<file path="config.mk">
export PLATFORM = sky130hd
export DESIGN_NAME = pingpong_buf_ctrl_flat
export DESIGN_NICKNAME = d
export VERILOG_FILES = /design/src/rtl/pingpong_buf_ctrl_if.sv /design/src/rtl/pingpong_buf_ctrl.sv /design/src/flat_wrapper.sv
export SDC_FILE = /design/constraint.sdc
export NUM_CORES = 1
export LEC_CHECK = 0
export ABC_CLOCK_PERIOD_IN_PS = 2450
export BUFFER_PORTS_ARGS = -buffer_cell sky130_fd_sc_hd__buf_2
export CELL_PAD_IN_SITES_DETAIL_PLACEMENT = 0
export CELL_PAD_IN_SITES_GLOBAL_PLACEMENT = 1
export CORE_AREA = 2 2 101 103
export DETAILED_ROUTE_END_ITERATION = 7
export DIE_AREA = 0 0 103 105
export GPL_TIMING_DRIVEN = 0
export PLACE_DENSITY = 0.9
export SYNTH_ARGS = -nofsm -noshare
export SYNTH_HDL_FRONTEND = slang
export SYNTH_SLANG_ARGS = --single-unit
export TNS_END_PERCENT = 20
</file>
<file path="constraint.sdc">
create_clock -name clk -period 2.45 [get_ports clk]
set_clock_uncertainty 0.15 [all_clocks]
set_input_delay 0.3675 -clock clk [delete_from_list [all_inputs] [get_ports clk]]
set_output_delay 0.3675 -clock clk [all_outputs]
set_load 0.05 [all_outputs]
</file>
<file path="src/rtl/pingpong_buf_ctrl_if.sv">
// Producer, consumer and dual-port RAM signals of the ping-pong buffer controller.
// The slave modport is the controller; the master modport is the surrounding logic.
interface pingpong_buf_ctrl_if #(
    parameter int DW  = 32,
    parameter int BAW = 10
);
    logic           wr_valid;
    logic [DW-1:0]  wr_data;
    logic           wr_ready;
    logic           rd_ready;
    logic           o_valid;
    logic [DW-1:0]  o_data;
    logic           o_last;
    logic           ram_ena;
    logic           ram_wea;
    logic [BAW:0]   ram_addra;
    logic [DW-1:0]  ram_dia;
    logic           ram_enb;
    logic [BAW:0]   ram_addrb;
    logic [DW-1:0]  ram_dob;
    logic [1:0]     bank_full;
    logic           busy;

    modport slave (
        input  wr_valid, wr_data, rd_ready, ram_dob,
        output wr_ready, o_valid, o_data, o_last,
               ram_ena, ram_wea, ram_addra, ram_dia,
               ram_enb, ram_addrb, bank_full, busy
    );

    modport master (
        output wr_valid, wr_data, rd_ready, ram_dob,
        input  wr_ready, o_valid, o_data, o_last,
               ram_ena, ram_wea, ram_addra, ram_dia,
               ram_enb, ram_addrb, bank_full, busy
    );
endinterface

</file>
<file path="src/rtl/pingpong_buf_ctrl.sv">
// Two-bank ping-pong controller: fills one RAM bank while draining the other.
// Write/read issue in the issuing cycle; o_valid N_DELAY cycles after a read issue; no output backpressure.
module pingpong_buf_ctrl #(
    parameter int DW      = 32,
    parameter int BAW     = 10,
    parameter int N_DELAY = 1
) (
    input  logic          clk,
    input  logic          rstn,
    input  logic [BAW:0]  cfg_len,
    input  logic          flush,
    pingpong_buf_ctrl_if.slave bus
);

    typedef enum logic [1:0] {
        B_EMPTY    = 2'd0,
        B_FILLING  = 2'd1,
        B_FULL     = 2'd2,
        B_DRAINING = 2'd3
    } bank_st_e;

    bank_st_e             bank_q [2];
    bank_st_e             bank_d [2];
    logic                 wbank_q, wbank_d;
    logic                 rbank_q, rbank_d;
    logic [BAW-1:0]       wcnt_q, wcnt_d;
    logic [BAW-1:0]       rcnt_q, rcnt_d;
    logic [N_DELAY-1:0]   vld_q;
    logic [N_DELAY-1:0]   last_q;

    logic [BAW:0]         len_m1;
    logic                 wr_open, rd_open;
    logic                 wr_fire, rd_fire;
    logic                 wr_last, rd_last;

    assign len_m1  = cfg_len - (BAW+1)'(1);
    assign wr_last = ({1'b0, wcnt_q} == len_m1);
    assign rd_last = ({1'b0, rcnt_q} == len_m1);

    assign wr_open = (bank_q[wbank_q] == B_EMPTY) || (bank_q[wbank_q] == B_FILLING);
    assign rd_open = (bank_q[rbank_q] == B_FULL)  || (bank_q[rbank_q] == B_DRAINING);

    // The write bank is never readable and vice versa, so both ports can fire together.
    assign bus.wr_ready = rstn && wr_open && (cfg_len != '0);
    assign wr_fire      = bus.wr_valid && bus.wr_ready && !flush;
    assign rd_fire      = rstn && rd_open && bus.rd_ready && !flush;

    assign bus.ram_ena   = wr_fire;
    assign bus.ram_wea   = wr_fire;
    assign bus.ram_addra = {wbank_q, wcnt_q};
    assign bus.ram_dia   = bus.wr_data;
    assign bus.ram_enb   = rd_fire;
    assign bus.ram_addrb = {rbank_q, rcnt_q};

    assign bus.o_valid = rstn && vld_q[N_DELAY-1];
    assign bus.o_last  = rstn && last_q[N_DELAY-1];
    assign bus.o_data  = bus.ram_dob;

    assign bus.bank_full[0] = rstn && ((bank_q[0] == B_FULL) || (bank_q[0] == B_DRAINING));
    assign bus.bank_full[1] = rstn && ((bank_q[1] == B_FULL) || (bank_q[1] == B_DRAINING));
    assign bus.busy         = rstn && ((bank_q[0] != B_EMPTY) || (bank_q[1] != B_EMPTY) || (|vld_q));

    always_comb begin
        bank_d[0] = bank_q[0];
        bank_d[1] = bank_q[1];
        wbank_d   = wbank_q;
        rbank_d   = rbank_q;
        wcnt_d    = wcnt_q;
        rcnt_d    = rcnt_q;

        if (wr_fire) begin
            if (wr_last) begin
                bank_d[wbank_q] = B_FULL;
                wcnt_d          = '0;
                wbank_d         = ~wbank_q;
            end else begin
                bank_d[wbank_q] = B_FILLING;
                wcnt_d          = wcnt_q + BAW'(1);
            end
        end

        if (rd_fire) begin
            if (rd_last) begin
                bank_d[rbank_q] = B_EMPTY;
                rcnt_d          = '0;
                rbank_d         = ~rbank_q;
            end else begin
                bank_d[rbank_q] = B_DRAINING;
                rcnt_d          = rcnt_q + BAW'(1);
            end
        end
    end

    // Flush and reset share one clear path; in-flight reads are dropped from the pipe.
    always_ff @(posedge clk) begin
        if (!rstn || flush) begin
            bank_q[0] <= B_EMPTY;
            bank_q[1] <= B_EMPTY;
            wbank_q   <= 1'b0;
            rbank_q   <= 1'b0;
            wcnt_q    <= '0;
            rcnt_q    <= '0;
            vld_q     <= '0;
            last_q    <= '0;
        end else begin
            bank_q    <= bank_d;
            wbank_q   <= wbank_d;
            rbank_q   <= rbank_d;
            wcnt_q    <= wcnt_d;
            rcnt_q    <= rcnt_d;
            vld_q     <= N_DELAY'({vld_q, rd_fire});
            last_q    <= N_DELAY'({last_q, rd_fire && rd_last});
        end
    end

endmodule

</file>
<file path="src/flat_wrapper.sv">
// flat-port wrapper written by rule: the top's interface ports become plain ports
module pingpong_buf_ctrl_flat 
#(
    parameter int DW      = 32,
    parameter int BAW     = 10,
    parameter int N_DELAY = 1
)
  (clk, rstn, cfg_len, flush, bus_wr_valid, bus_wr_data, bus_rd_ready, bus_ram_dob, bus_wr_ready, bus_o_valid, bus_o_data, bus_o_last, bus_ram_ena, bus_ram_wea, bus_ram_addra, bus_ram_dia, bus_ram_enb, bus_ram_addrb, bus_bank_full, bus_busy);
  pingpong_buf_ctrl_if #(.DW(DW), .BAW(BAW)) bus_i ();
  input  logic clk;
  input  logic rstn;
  input  logic [BAW:0] cfg_len;
  input  logic flush;
  input wire logic [$bits(bus_i.wr_valid)-1:0] bus_wr_valid;
  input wire logic [$bits(bus_i.wr_data)-1:0] bus_wr_data;
  input wire logic [$bits(bus_i.rd_ready)-1:0] bus_rd_ready;
  input wire logic [$bits(bus_i.ram_dob)-1:0] bus_ram_dob;
  output wire logic [$bits(bus_i.wr_ready)-1:0] bus_wr_ready;
  output wire logic [$bits(bus_i.o_valid)-1:0] bus_o_valid;
  output wire logic [$bits(bus_i.o_data)-1:0] bus_o_data;
  output wire logic [$bits(bus_i.o_last)-1:0] bus_o_last;
  output wire logic [$bits(bus_i.ram_ena)-1:0] bus_ram_ena;
  output wire logic [$bits(bus_i.ram_wea)-1:0] bus_ram_wea;
  output wire logic [$bits(bus_i.ram_addra)-1:0] bus_ram_addra;
  output wire logic [$bits(bus_i.ram_dia)-1:0] bus_ram_dia;
  output wire logic [$bits(bus_i.ram_enb)-1:0] bus_ram_enb;
  output wire logic [$bits(bus_i.ram_addrb)-1:0] bus_ram_addrb;
  output wire logic [$bits(bus_i.bank_full)-1:0] bus_bank_full;
  output wire logic [$bits(bus_i.busy)-1:0] bus_busy;
  assign bus_i.wr_valid = bus_wr_valid;
  assign bus_i.wr_data = bus_wr_data;
  assign bus_i.rd_ready = bus_rd_ready;
  assign bus_i.ram_dob = bus_ram_dob;
  assign bus_wr_ready = bus_i.wr_ready;
  assign bus_o_valid = bus_i.o_valid;
  assign bus_o_data = bus_i.o_data;
  assign bus_o_last = bus_i.o_last;
  assign bus_ram_ena = bus_i.ram_ena;
  assign bus_ram_wea = bus_i.ram_wea;
  assign bus_ram_addra = bus_i.ram_addra;
  assign bus_ram_dia = bus_i.ram_dia;
  assign bus_ram_enb = bus_i.ram_enb;
  assign bus_ram_addrb = bus_i.ram_addrb;
  assign bus_bank_full = bus_i.bank_full;
  assign bus_busy = bus_i.busy;
  pingpong_buf_ctrl #(.DW(DW), .BAW(BAW), .N_DELAY(N_DELAY)) u_core (.clk(clk), .rstn(rstn), .cfg_len(cfg_len), .flush(flush), .bus(bus_i));
endmodule
</file>
==> impl_metrics.json, run 1 <==
{
  "cts_tree": "done",
  "whs_ns": 0.227,
  "grt_pass1_vias": 2273,
  "grtUsageTotal_pct": 12.3,
  "hold_buffers": 0,
  "dieArea_mm2": 0.0108,
  "die_width_um": 103,
  "finalCritPeriodShare_pct": 102,
  "final_net_count": 510,
  "netlist_instances": 312,
  "drc": 0,
  "crit_path_end_kind": "output pin",
  "setup_viol": 2,
  "synth_edf_count": 0,
  "violations": "negative setup slack",
  "drtAntennaViolNets": 0,
  "grt_max_degree": 17,
  "synth_nets": 396,
  "wl_per_cell_um": 12.4,
  "clock_path_buffers": 2,
  "synth_adder_area_share_pct": 2.09,
  "synth_top_family_by_area": "buffers and inverters",
  "p_leak_nw": 1.54,
  "reg2regPathDepth": 8,
  "synth_warnings": 0,
  "core_mm2": 0.00964,
  "vias": 2443,
  "ir_worst_vdd_mv": 0.226,
  "status": "complete, but fails checks",
  "die_h_um": 105,
  "drive_gt1_share_pct": 51.5,
  "path_clk_slew_ns": 0.10,
  "cts_sinks": 28,
  "clock_latency_ns": 0.28,
  "io_pins": 175,
  "dp_hpwl_um": 5580,
  "drt_iter0_drc": 96,
  "cp.arrival_ns": 1.97,
  "htree_num_levels": 1,
  "hold_start": "bus_wr_valid",
  "yosys.area_share.xor_xnor_pct": 14.2,
  "rsz0062_at_grt": "true",
  "fin_crit_ns": 2.49,
  "cts_buffers": 3,
  "max_slew_margin_pct": 65.1,
  "grt_pass1_wl_um": 10800,
  "fmax_mhz": 402,
  "gp_congestion": 0.815,
  "reg2reg_slack_ns": 0.09,
  "synth_seq_area_share_pct": 23.4,
  "synthMuxAreaShare_pct": 0.887,
  "min_to": "u_core.wcnt_q[1]$_SDFFE_PP0P_",
  "synth_compound_area_share_pct": 11.2,
  "required_ns": 1.93,
  "r2r_start": "u_core.wbank_q$_SDFFE_PP0P_",
  "hold_path.class": "in -> reg",
  "pre_cts_slack_ns": -0.791,
  "drt-vias-per-instance": 4.37,
  "clockRootBuffer": "clkbuf_8",
  "drt_pass1_iterations": 4,
  "crit_type": "in -> out",
  "fillCellCount": 1063,
  "ys_ff_latch": 28,
  "synthesis.area_mm2": 0.00240,
  "areaGrowthSynthToFinish_pct": 41.6,
  "cp-start-kind": "primary input",
  "wl_um": 6960,
  "yosys.area_share.simple_pct": 23.9,
  "async_flop_share_pct": 0,
  "r2r-end": "u_core.bank_q[0]$_SDFF_PP0_",
  "rows": 36,
  "hold_violations": 0,
  "crit_fanout": 5,
  "final-max-slew-violation-count": 0,
  "hold_depth": 3,
  "start_util_pct": 24.9,
  "power_density_mw_per_mm2": 387,
  "antenna_found_initial": 1,
  "drv_cap": 0,
  "syn_area_per_cell_um2": 7.68,
  "overflow": 0,
  "ys_types": 46,
  "ys.flop_type": "dfxtp_1",
  "tightest_slew_ns": 0.517,
  "io_buffers": 107,
  "fin_ws_ns": -0.0386
}
==> timing repair <==
action,in CTS,in global routing
setup buffers,2,2
pin swaps,3,8
setup endpoints to repair,30,29
cloned,0,0
resized for setup,14,18
==> cells in the mapped netlist, types with 6 or more instances <==
cell,number,area (µm²)
nand4_1,9,56.3
nor4_1,6,37.5
nand3_1,8,40.0
and2_1,6,37.5
dfxtp_1,28,561
xnor2_1,25,219
xor2_1,14,123
clkbuf_1,6,22.5
buf_4,68,510
a21oi_1,12,60.1
nor3_1,8,40.0
nand2_1,27,101
o21ai_0,6,30.0
inv_1,8,30.0
nor2_1,27,101
==> per-stage QoR <==
step / setup TNS, ns / instances / power (mW) / cell area (µm²) / util (%)
after global placement: -12.98 / 552 / 0.922 / 3190 / 33.1
final: -0.0521 / 559 / 1.31 / 3400 / 35.2
after floorplan: -0.651 / 312 / 0.842 / 2490 / -
after global routing: -1.05 / 558 / 1.37 / 3390 / 35.2
after CTS: -0.0555 / 557 / 1.31 / 3310 / 34.3
after detailed placement: -15.05 / 552 / 0.928 / 3190 / 33.1
==> worst max-delay path: stages <==
cell and delay [ns]:
buf_2 0.15, or4_4 0.59, o41a_1 0.43, and3_4 0.19
buf_8 0.11, buf_8 0.14
==> area by class of cell <==
cell class	instances	area [µm²]	area share (%)
Multi-Input combinational cell	198	1400	41.2
Timing Repair Buffer	111	592	17.4
Buffer	76	574	16.9
Sequential cell	28	562	16.5
Tap cell	133	166	4.90
Clock buffer	3	41.3	1.22
Clock inverter	1	30.0	0.884
Inverter	8	30.0	0.884
Antenna cell	1	2.50	0.0737
==> layout by cell type (no fill, tap or decap), types with 2 or more instances in the layout <==
master    instances
nor2b_1           2
nor3_1            8
xnor2_2           2
buf_4            70
or4_4             4
nor4_1            5
clkbuf_1          5
o21ba_2           2
nand2_4           2
buf_8             5
nand2_1          26
ha_1              3
nand3_2           2
and2_1            6
clkbuf_8          3
buf_6             2
buf_2           104
and3_1            2
nand3_1           6
inv_1             6
nand2b_1          4
dfxtp_1          27
a21oi_1          12
o21ai_0           5
inv_2             2
xor2_1           14
o31ai_1           2
nand4_1           9
nor2_1           26
xnor2_1          23
a31oi_1           3
==> logic make-up (layout without fill, tap and decap cells) <==
group / after synthesis / in the layout
simple gates: 113 / 113
buf+inv: 86 / 199
compound gates: 40 / 40
xor+xnor: 39 / 39
flops: 28 / 28
fa+ha+maj: 4 / 4
mux: 2 / 2
other cells: 0 / 1
==> how the worst max path moves through the flow <==
stage                     cells past startpoint  slack [ns]  startpoint                            end
final                                         6       -0.04  cfg_len[7]                    bus_ram_wea
after global routing                          9       -0.08  cfg_len[0]    u_core.bank_q[0]$_SDFF_PP0_
after CTS                                     9       -0.03  cfg_len[0]    u_core.bank_q[0]$_SDFF_PP0_
after detailed placement                     10       -0.79  cfg_len[0]  u_core.rcnt_q[7]$_SDFFE_PP0P_
after global placement                       10       -0.68  cfg_len[0]  u_core.rcnt_q[7]$_SDFFE_PP0P_
after floorplan                               8       -0.05  cfg_len[4]    u_core.bank_q[0]$_SDFF_PP0_
==> flip-flops by register name, indices dropped and copies added, names as in the netlist <==
register	count
u_core.wcnt_q	10
u_core.vld_q	1
u_core.wbank_q	1
u_core.rbank_q	1
u_core.bank_q	4
u_core.last_q	1
u_core.rcnt_q	10
==> report_power, final <==
part / leakage (nW) / internal [mW] / switching [mW]
Clock: 0.0357 / 0.219 / 0.163
Combinational: 1.28 / 0.162 / 0.313
Sequential: 0.226 / 0.456 / 0.00174
Total: 1.54 / 0.838 / 0.477
==> layer usage <==
metal  GRT usage [%]  part of all wire (%)  vias to the layer above
met5               0                     0                        -
met4           0.846                  0.22                        0
met3            3.75                   9.7                        2
met2            21.4                    49                      114
met1            15.5                    41                     1114
li1                -                     -                     1213
Note: power is estimated with default switching activity, not from simulation.
==> run 2, diff against run 1 <==
--- a/config.mk
+++ b/config.mk
@@ -14,6 +14,7 @@
 export DIE_AREA = 0 0 103 105
 export GPL_TIMING_DRIVEN = 0
 export PLACE_DENSITY = 0.9
+export REMOVE_ABC_BUFFERS = 1
 export SYNTH_ARGS = -nofsm -noshare
 export SYNTH_HDL_FRONTEND = slang
 export SYNTH_SLANG_ARGS = --single-unit
==> run 2 against run 1 <==
Compared with the run above: the run still ends with negative setup slack left; routed wire length rose by 48%; combinational power fell by 67%; cell count decreased by 24%; critical path type is now in -> reg; clock-buffer cell count increased by 1; power shrank 30%; die area stayed put; first-iteration DRC count increased by 75%; global-route usage grew 6.1 points; sequential power barely moved; clock power down 20%; maximum frequency rose by 1.2%.
==> impl_metrics.json, run 2 (synthesized netlist as in run 1, its figures left out) <==
{
  "violations": "negative setup slack",
  "cts_sinks": 28,
  "io_pins": 175,
  "drt-vias-per-instance": 4.88,
  "clockRootBuffer": "clkbuf_8",
  "use_met3_pct": 21.5,
  "hold_start": "bus_wr_valid",
  "areaGrowthSynthToFinish_pct": 6.68,
  "fmax_mhz": 407,
  "grtUsageTotal_pct": 18.4,
  "final_net_count": 377,
  "crit_path_end_kind": "flop",
  "wl_um": 10300,
  "grt_pass1_wl_um": 14200,
  "grt_pass1_vias": 1983,
  "r2r_start": "u_core.wbank_q$_SDFFE_PP0P_",
  "drt_iter0_drc": 168,
  "rsz0062_at_grt": "true",
  "reg_top3": "u_core.rcnt_q (10), u_core.wcnt_q (10), u_core.bank_q (4)",
  "diodes": 0,
  "wl_per_cell_um": 24.2,
  "reg2reg_slack_ns": 0.07,
  "io_buffers": 46,
  "place_area_mm2": 0.00224,
  "grtUsageMet1_pct": 22.2,
  "setup.worst_path.start": "cfg_len[7]",
  "status": "complete, but fails checks",
  "final-max-slew-violation-count": 0,
  "hold_violations": 0,
  "cts_buffers": 3,
  "fin_crit_ns": 2.46,
  "htree_num_levels": 1,
  "die_h_um": 105,
  "antenna_found_initial": 0,
  "max_slew_margin_pct": 69.4,
  "fin_util_pct": 26.5,
  "drt_pass1_iterations": 6,
  "vias": 2073,
  "cp-start-kind": "primary input",
  "start_util_pct": 24.9,
  "use_met2_pct": 20.9,
  "rows": 36,
  "dp_hpwl_um": 8380,
  "hold_path.class": "in -> reg",
  "power_density_mw_per_mm2": 359,
  "fin_setup_tns_ns": -0.00883,
  "gp_congestion": 0.822,
  "required_ns": 2.46,
  "drtAntennaViolNets": 0,
  "final_area_mm2": 0.00256,
  "power_uw": 919,
  "crit_fanout": 5,
  "multiInputGateArea_mm2": 0.00139,
  "overflow": 0,
  "path_clk_slew_ns": 0.10,
  "pre_cts_slack_ns": -1.23,
  "cp.arrival_ns": 2.47,
  "drive_gt1_share_pct": 31.5,
  "hold_buffers": 0,
  "crit_type": "in -> reg",
  "fin_ws_ns": -0.00883,
  "cts_tree": "done",
  "setup_viol": 1,
  "tightest_slew_ns": 0.457,
  "core_mm2": 0.00964,
  "regArea_um2": 562,
  "layout.cells.most_common_list": "38 x buf_2, 27 x nand2_1, 27 x dfxtp_1",
  "drc": 0,
  "dieArea_mm2": 0.0108,
  "final_common_cell": "buf_2",
  "die_width_um": 103,
  "clock_path_buffers": 2,
  "fillCellCount": 1051,
  "drv_cap": 0,
  "ir_worst_vdd_mv": 0.211,
  "grt_max_degree": 17,
  "clock_latency_ns": 0.28,
  "globalRoute.busiestLayer": "met1",
  "p_leak_nw": 0.969,
  "finalCritPeriodShare_pct": 100
}
[run 2: cell types whose count changed in the layout (fill, tap and decap cells not counted), moves of 2 or more]
| cell | before | now |
|---|---|---|
| clkbuf_1 | 5 | 0 |
| a21oi_2 | 0 | 2 |
| nand3_2 | 2 | 0 |
| a21oi_1 | 12 | 10 |
| buf_6 | 2 | 4 |
| buf_2 | 104 | 38 |
| buf_4 | 70 | 8 |
| nor3_1 | 8 | 6 |
[run 2: metrics by stage]
| stage | hold slack [ns] | std cells |
|---|---|---|
| 2_1_floorplan | 0.319 | 234 |
| 3_3_place_gp | 0.352 | 413 |
| 3_5_place_dp | 0.378 | 413 |
| 4_1_cts | 0.251 | 420 |
| 5_1_grt | 0.255 | 425 |
| 6_report | 0.261 | 425 |
[run 2: routing by layer]
| metal | wire, µm | up-vias |
|---|---|---|
| met3 | 2490 | 6 |
| met5 | 65 | - |
| met1 | 4100 | 944 |
| met2 | 3580 | 175 |
| li1 | - | 946 |
| met4 | 51 | 2 |
[run 2: where the power goes]
group / internal [mW] / switching [mW]
combinational: 0.0673 / 0.0882
clock: 0.144 / 0.161
sequential: 0.456 / 0.00160
total: 0.668 / 0.251
[run 2: area by class of cell]
type / instances / area share (%)
tap: 133 / 6.51
multi-input combinational: 198 / 54.3
timing repair buffer: 54 / 13.9
clock buffer: 4 / 2.15
sequential: 28 / 22.0
inverter: 8 / 1.17
[run 2: worst paths after layout]
path                                                      end  cells past startpoint
worst max-delay path              u_core.bank_q[0]$_SDFF_PP0_                      8
worst min-delay path            u_core.wcnt_q[1]$_SDFFE_PP0P_                      3
worst max register to register    u_core.bank_q[0]$_SDFF_PP0_                      8
worst min register to register    u_core.wbank_q$_SDFFE_PP0P_                      2
[run 2: repair_timing]
item                       4_1_cts  5_1_grt
resized for setup               14       43
setup endpoints to repair       31       30
setup buffers                    3        5
hold endpoints to repair         0        0
pin swaps                        4       15
[run 2: critical path, cell delays in order]
cell and delay, ns:
buf_8 0.11, or4_4 0.60, o31ai_4 0.28, nand4_1 0.12
o31a_2 0.14, or4_4 0.59, o211ai_2 0.20, a21oi_2 0.07
